**src/rtl/dsm_pkg.sv**
```systemverilog
`default_nettype none
// ============================================================================
//  Module  : dsm_pkg
//  Brief   : Shared delta-sigma constants, warm-up state type, sizing helpers.
//  Revision: 1.0
// ============================================================================
package dsm_pkg;

    localparam int BW_DEF       = 16;
    localparam int DEC_LOG2_DEF = 6;
    localparam int ORDER        = 3;
    localparam int ACC_W        = ORDER * DEC_LOG2_DEF + 2;
    localparam int SHIFT        = ORDER * DEC_LOG2_DEF + 1 - BW_DEF;
    localparam int PCM_MAX      = (1 << (BW_DEF - 1)) - 1;
    localparam int PCM_MIN      = -(1 << (BW_DEF - 1));

    typedef enum logic [1:0] {
        WARM_0    = 2'd0,
        WARM_1    = 2'd1,
        WARM_DONE = 2'd2
    } warm_e;

    function automatic int acc_width(input int dec_log2);
        return ORDER * dec_log2 + 2;
    endfunction

    function automatic int shift_amt(input int bw, input int dec_log2);
        return ORDER * dec_log2 + 1 - bw;
    endfunction

    function automatic int pcm_max(input int bw);
        return (1 << (bw - 1)) - 1;
    endfunction

    function automatic int pcm_min(input int bw);
        return -(1 << (bw - 1));
    endfunction

endpackage
`default_nettype wire

```
**src/rtl/dsm_comb_stage.sv**
```systemverilog
`default_nettype none
// ============================================================================
//  Module  : dsm_comb_stage
//  Brief   : One CIC differentiator (delay 1): dout = din - previous din.
//  Revision: 1.0
// ============================================================================
module dsm_comb_stage #(
    parameter int W = 20
) (
    input  logic                clk_i,
    input  logic                rst_i,
    input  logic                en_i,
    input  logic signed [W-1:0] din_i,
    output logic signed [W-1:0] dout_o
);

    logic signed [W-1:0] dly_q;
    logic signed [W-1:0] dly_d;

    always_comb begin
        dly_d = dly_q;
        if (en_i) begin
            dly_d = din_i;
        end
    end

    always_ff @(posedge clk_i or posedge rst_i) begin
        if (rst_i) begin
            dly_q <= '0;
        end else begin
            dly_q <= dly_d;
        end
    end

    assign dout_o = din_i - dly_q;

endmodule
`default_nettype wire

```
**src/rtl/dsm_decimator.sv**
```systemverilog
`default_nettype none
// ============================================================================
//  Module  : dsm_decimator
//  Brief   : 3rd-order CIC decimator turning a 1-bit delta-sigma stream into
//            saturated signed PCM with a valid/ready output register.
//  Revision: 1.0
// ============================================================================
module dsm_decimator
    import dsm_pkg::*;
#(
    parameter int BW       = BW_DEF,
    parameter int DEC_LOG2 = DEC_LOG2_DEF
) (
    input  logic                 clk_i,
    input  logic                 rst_i,
    input  logic                 en_i,
    input  logic                 bit_i,
    output logic signed [BW-1:0] pcm_o,
    output logic                 valid_o,
    input  logic                 ready_i,
    output logic                 overrun_o
);

    localparam int AW = acc_width(DEC_LOG2);
    localparam int SH = shift_amt(BW, DEC_LOG2);

    localparam logic signed [AW-1:0]   STEP_UP  = AW'(1);
    localparam logic signed [AW-1:0]   STEP_DN  = '1;
    localparam logic [DEC_LOG2-1:0]    CNT_ONE  = DEC_LOG2'(1);
    localparam logic [DEC_LOG2-1:0]    CNT_LAST = '1;
    localparam logic signed [AW-1:0]   SAT_HI   = AW'(pcm_max(BW));
    localparam logic signed [AW-1:0]   SAT_LO   = AW'(pcm_min(BW));

    logic signed [AW-1:0] integ0_q, integ0_d;
    logic signed [AW-1:0] integ1_q, integ1_d;
    logic signed [AW-1:0] integ2_q, integ2_d;
    logic [DEC_LOG2-1:0]  cnt_q, cnt_d;
    logic                 strobe_q, strobe_d;
    logic signed [AW-1:0] comb_res_q, comb_res_d;
    logic                 comb_vld_q, comb_vld_d;
    warm_e                warm_q, warm_d;
    logic signed [BW-1:0] pcm_q, pcm_d;
    logic                 valid_q, valid_d;
    logic                 overrun_q, overrun_d;

    logic signed [AW-1:0] w_step;
    logic signed [AW-1:0] w_comb0;
    logic signed [AW-1:0] w_comb1;
    logic signed [AW-1:0] w_comb2;
    logic signed [AW-1:0] w_shifted;
    logic                 w_load;

    assign w_step = bit_i ? STEP_UP : STEP_DN;

    // Integrators chain through the freshly updated value of the previous stage.
    always_comb begin
        integ0_d = integ0_q;
        integ1_d = integ1_q;
        integ2_d = integ2_q;
        cnt_d    = cnt_q;
        strobe_d = 1'b0;
        if (en_i) begin
            integ0_d = integ0_q + w_step;
            integ1_d = integ1_q + integ0_d;
            integ2_d = integ2_q + integ1_d;
            cnt_d    = cnt_q + CNT_ONE;
            strobe_d = (cnt_q == CNT_LAST);
        end
    end

    dsm_comb_stage #(.W(AW)) u_comb0 (
        .clk_i  (clk_i),
        .rst_i  (rst_i),
        .en_i   (strobe_q),
        .din_i  (integ2_q),
        .dout_o (w_comb0)
    );

    dsm_comb_stage #(.W(AW)) u_comb1 (
        .clk_i  (clk_i),
        .rst_i  (rst_i),
        .en_i   (strobe_q),
        .din_i  (w_comb0),
        .dout_o (w_comb1)
    );

    dsm_comb_stage #(.W(AW)) u_comb2 (
        .clk_i  (clk_i),
        .rst_i  (rst_i),
        .en_i   (strobe_q),
        .din_i  (w_comb1),
        .dout_o (w_comb2)
    );

    always_comb begin
        comb_res_d = comb_res_q;
        comb_vld_d = strobe_q;
        if (strobe_q) begin
            comb_res_d = w_comb2;
        end
    end

    // Warm-up: the first two comb results carry the filter start-up transient.
    always_comb begin
        warm_d = warm_q;
        w_load = 1'b0;
        if (comb_vld_q) begin
            case (warm_q)
                WARM_0:    warm_d = WARM_1;
                WARM_1:    warm_d = WARM_DONE;
                WARM_DONE: w_load = 1'b1;
                default:   warm_d = WARM_0;
            endcase
        end
    end

    assign w_shifted = comb_res_q >>> SH;

    always_comb begin
        pcm_d     = pcm_q;
        valid_d   = valid_q;
        overrun_d = overrun_q;
        if (w_load) begin
            if (w_shifted > SAT_HI) begin
                pcm_d = BW'(SAT_HI);
            end else if (w_shifted < SAT_LO) begin
                pcm_d = BW'(SAT_LO);
            end else begin
                pcm_d = BW'(w_shifted);
            end
            valid_d = 1'b1;
            if (valid_q && !ready_i) begin
                overrun_d = 1'b1;
            end
        end else if (valid_q && ready_i) begin
            valid_d = 1'b0;
        end
    end

    always_ff @(posedge clk_i or posedge rst_i) begin
        if (rst_i) begin
            integ0_q   <= '0;
            integ1_q   <= '0;
            integ2_q   <= '0;
            cnt_q      <= '0;
            strobe_q   <= 1'b0;
            comb_res_q <= '0;
            comb_vld_q <= 1'b0;
            warm_q     <= WARM_0;
            pcm_q      <= '0;
            valid_q    <= 1'b0;
            overrun_q  <= 1'b0;
        end else begin
            integ0_q   <= integ0_d;
            integ1_q   <= integ1_d;
            integ2_q   <= integ2_d;
            cnt_q      <= cnt_d;
            strobe_q   <= strobe_d;
            comb_res_q <= comb_res_d;
            comb_vld_q <= comb_vld_d;
            warm_q     <= warm_d;
            pcm_q      <= pcm_d;
            valid_q    <= valid_d;
            overrun_q  <= overrun_d;
        end
    end

    assign pcm_o     = pcm_q;
    assign valid_o   = valid_q;
    assign overrun_o = overrun_q;

endmodule
`default_nettype wire
```
**config.mk**
```make
export PLATFORM = sky130hd
export DESIGN_NAME = dsm_decimator
export DESIGN_NICKNAME = d
export VERILOG_FILES = /design/src/rtl/dsm_pkg.sv /design/src/rtl/dsm_comb_stage.sv /design/src/rtl/dsm_decimator.sv
export SDC_FILE = /design/constraint.sdc
export NUM_CORES = 1
export LEC_CHECK = 0
export ABC_AREA = 1
export BUFFER_PORTS_ARGS = -buffer_cell sky130_fd_sc_hd__buf_2
export CAP_MARGIN = 30
export CORE_MARGIN = 5
export CORE_UTILIZATION = 38
export DETAILED_ROUTE_END_ITERATION = 16
export PLACE_DENSITY = 0.63
export SLEW_MARGIN = 20
export SYNTH_ARGS = -nofsm -noshare
export SYNTH_HDL_FRONTEND = slang
export SYNTH_HIERARCHICAL = 1
export SYNTH_SLANG_ARGS = --single-unit
```
**constraint.sdc**
```tcl
create_clock -name clk_i -period 6.8 [get_ports clk_i]
set_clock_uncertainty 0.2 [all_clocks]
set_input_delay 0.34 -clock clk_i [delete_from_list [all_inputs] [get_ports clk_i]]
set_output_delay 0.34 -clock clk_i [all_outputs]
set_load 0.01 [all_outputs]
```
==> impl_metrics.toml <==
[hold_path]
hold_class = "in2reg"
hold_path_end = "integ0_q[19]"
min_path_cells = 4
hold_path_startpoint = "bit_i"

[run_status]
status = "finished clean"

[timing]
fin_crit_ps = 4940
hold_viol = 0
setup_slack_ps = 1860
setup_viol_count_final = 0
rsz0062_at_grt = "no"
post-route-period-util_pct = 72.7
drv_slew = 0
setup_tns_ps = 0
slew-limit-headroom_pct = 39.9
worstMarginPinSlew_ps = 901
fmax_mhz = 202

[floorplan]
dieArea_sq_mm = 0.0375
fp-row-count = 67
fp.dieH_um = 194
die_x_um = 194
top_level_ports = 23
coreArea_sq_mm = 0.0334
initial_core_util_pct = 38.4

[placement]
hpwl_um = 23300
io_buffers = 22
place_congestion = 0.920
pre_cts_slack_ps = 1380

[critical_path]
startpoint = "bit_i"
critPathMaxFanout = 19
start_kind = "input pin"
r2r_setup_slack_ps = 1950
r2r_end = "comb_res_q[14]"
reg2reg_depth = 25
reg2reg_from = "integ2_q[0]"
required_ps = 6900
cp-end-kind = "flip-flop"
cp.arrival_ps = 5050
critical_path_class = "in2reg"

[cells_and_area]
fillers = 3454
antenna_cells = 0
regArea_sq_mm = 0.00413
fin_nets = 1934
syn2layout_area_growth_pct = 9.67
multiInputGateArea_sq_mm = 0.00768
final_layout_size_suffix_gt1_share_pct = 9.19

[grt]
gr-total-overflow = 0
grt_first_pass_wirelength_um = 51400
grt_usage_pct = 16.0
antenna_found_initial = 0
grt_pass1_vias = 10900
grt_max_degree = 102

[detailed_routing]
drt-initial-drc-count = 510
drt-total-wl_um = 29600
drt_first_pass_iters = 6
vias_per_cell = 4.87
vias = 11000
wl_per_cell_um = 13.1
route.detailed.drc = 0
final_antenna_net_count = 0

[yosys]
syn-cell-area_sq_mm = 0.0128
syn_nets = 1916
synth_cells = 1786
ys_warn_count = 6
avgSynthCellArea_sq_um = 7.18

[clock_tree]
clock_sinks = 165
htree_levels = 4
root_buffer = "clkbuf_16"
clk_latency_ps = 450
numCtsBuffers = 17
cts_buffer_depth = 2
clkTransAtPathRegs_ps = 70
cts_tree = "done"

[job]
drv_cap = 0
per-layer routing:
metal / vias up / global-route usage, % / routed length [um]
li1: 5750 / - / -
met1: 5129 / 19.7 / 13700
met5: - / 0 / 0
met4: 0 / 4.25 / 478
met2: 116 / 29.5 / 14900
met3: 34 / 2.29 / 615
worst max-delay path, cell delays in order:
cell and delay, ps:
buf_2 110, inv_1 530, ha_1 410, a21oi_1 200, nand2_1 100, a21boi_0 320
o21bai_1 150, xor2_1 180, ha_1 380, nand2_1 90, nor2_1 140, nand2_1 90
o211ai_1 300, xor2_1 260, ha_1 340, a21oi_1 230, o21ai_0 100, a21oi_1 120
o21ai_1 130, a211oi_1 270, xor2_1 170, o21ai_1 70
how the worst max path moves through the flow:
stage                               to  slack (ps)  cells past startpoint
after detailed placement  integ2_q[18]        1380                     22
after floorplan           integ2_q[19]        2240                     25
after global routing      integ2_q[18]        1270                     24
after CTS                 integ2_q[18]        1840                     22
final                     integ2_q[18]        1860                     22
after global placement    integ2_q[18]        1500                     22
metrics by stage:
step / area [sq um] / std cells / utilization [%] / hold WS, ps
4_1_cts: 14100 / 2264 / 42.0 / 62.5
5_1_grt: 14100 / 2265 / 42.1 / 113
6_report: 14100 / 2265 / 42.1 / 91.0
2_1_floorplan: 12800 / 1786 / - / 104
3_5_place_dp: 13400 / 2230 / 40.1 / 268
3_3_place_gp: 13400 / 2229 / 40.1 / 245
registers in the layout, indices dropped and copies added, names as in the netlist:
name,cells
cnt_q,6
comb_res_q,17
comb_vld_d,1
comb_vld_q,1
integ0_q,20
integ1_q,20
integ2_q,20
overrun_o,1
pcm_o,16
u_comb0/dly_q,20
u_comb1/dly_q,20
u_comb2/dly_q,20
valid_o,1
warm_q,2
placed cells by master, fill, tap and decap left out, types with 19 or more instances in the layout:
| cell | count |
|---|---|
| xor2_1 | 58 |
| inv_1 | 235 |
| nand3_1 | 69 |
| nand2_2 | 39 |
| o21ai_0 | 101 |
| ha_1 | 119 |
| xnor2_1 | 26 |
| buf_2 | 22 |
| nor2_1 | 106 |
| a21oi_1 | 117 |
| nand2_1 | 566 |
| nor3_1 | 19 |
| dfrtp_1 | 164 |
final cells by class:
cell class                      instances  area share, %
Clock buffer                           17           3.02
Clock inverter                         15           1.39
Inverter                              239           6.39
Multi-Input combinational cell       1351           54.5
Sequential cell                       165           29.4
Tap cell                              448           3.98
Timing Repair Buffer                   30           1.30
repair_timing:
item,4_1_cts,5_1_grt
resized for setup,0,0
endpoints found under the hold margin,101,0
hold buffers,2,0
setup buffers,0,0
Power is left out: the tool's default activity adds up to more than one toggle a clock period on the data nets, which glitch-free logic cannot reach.
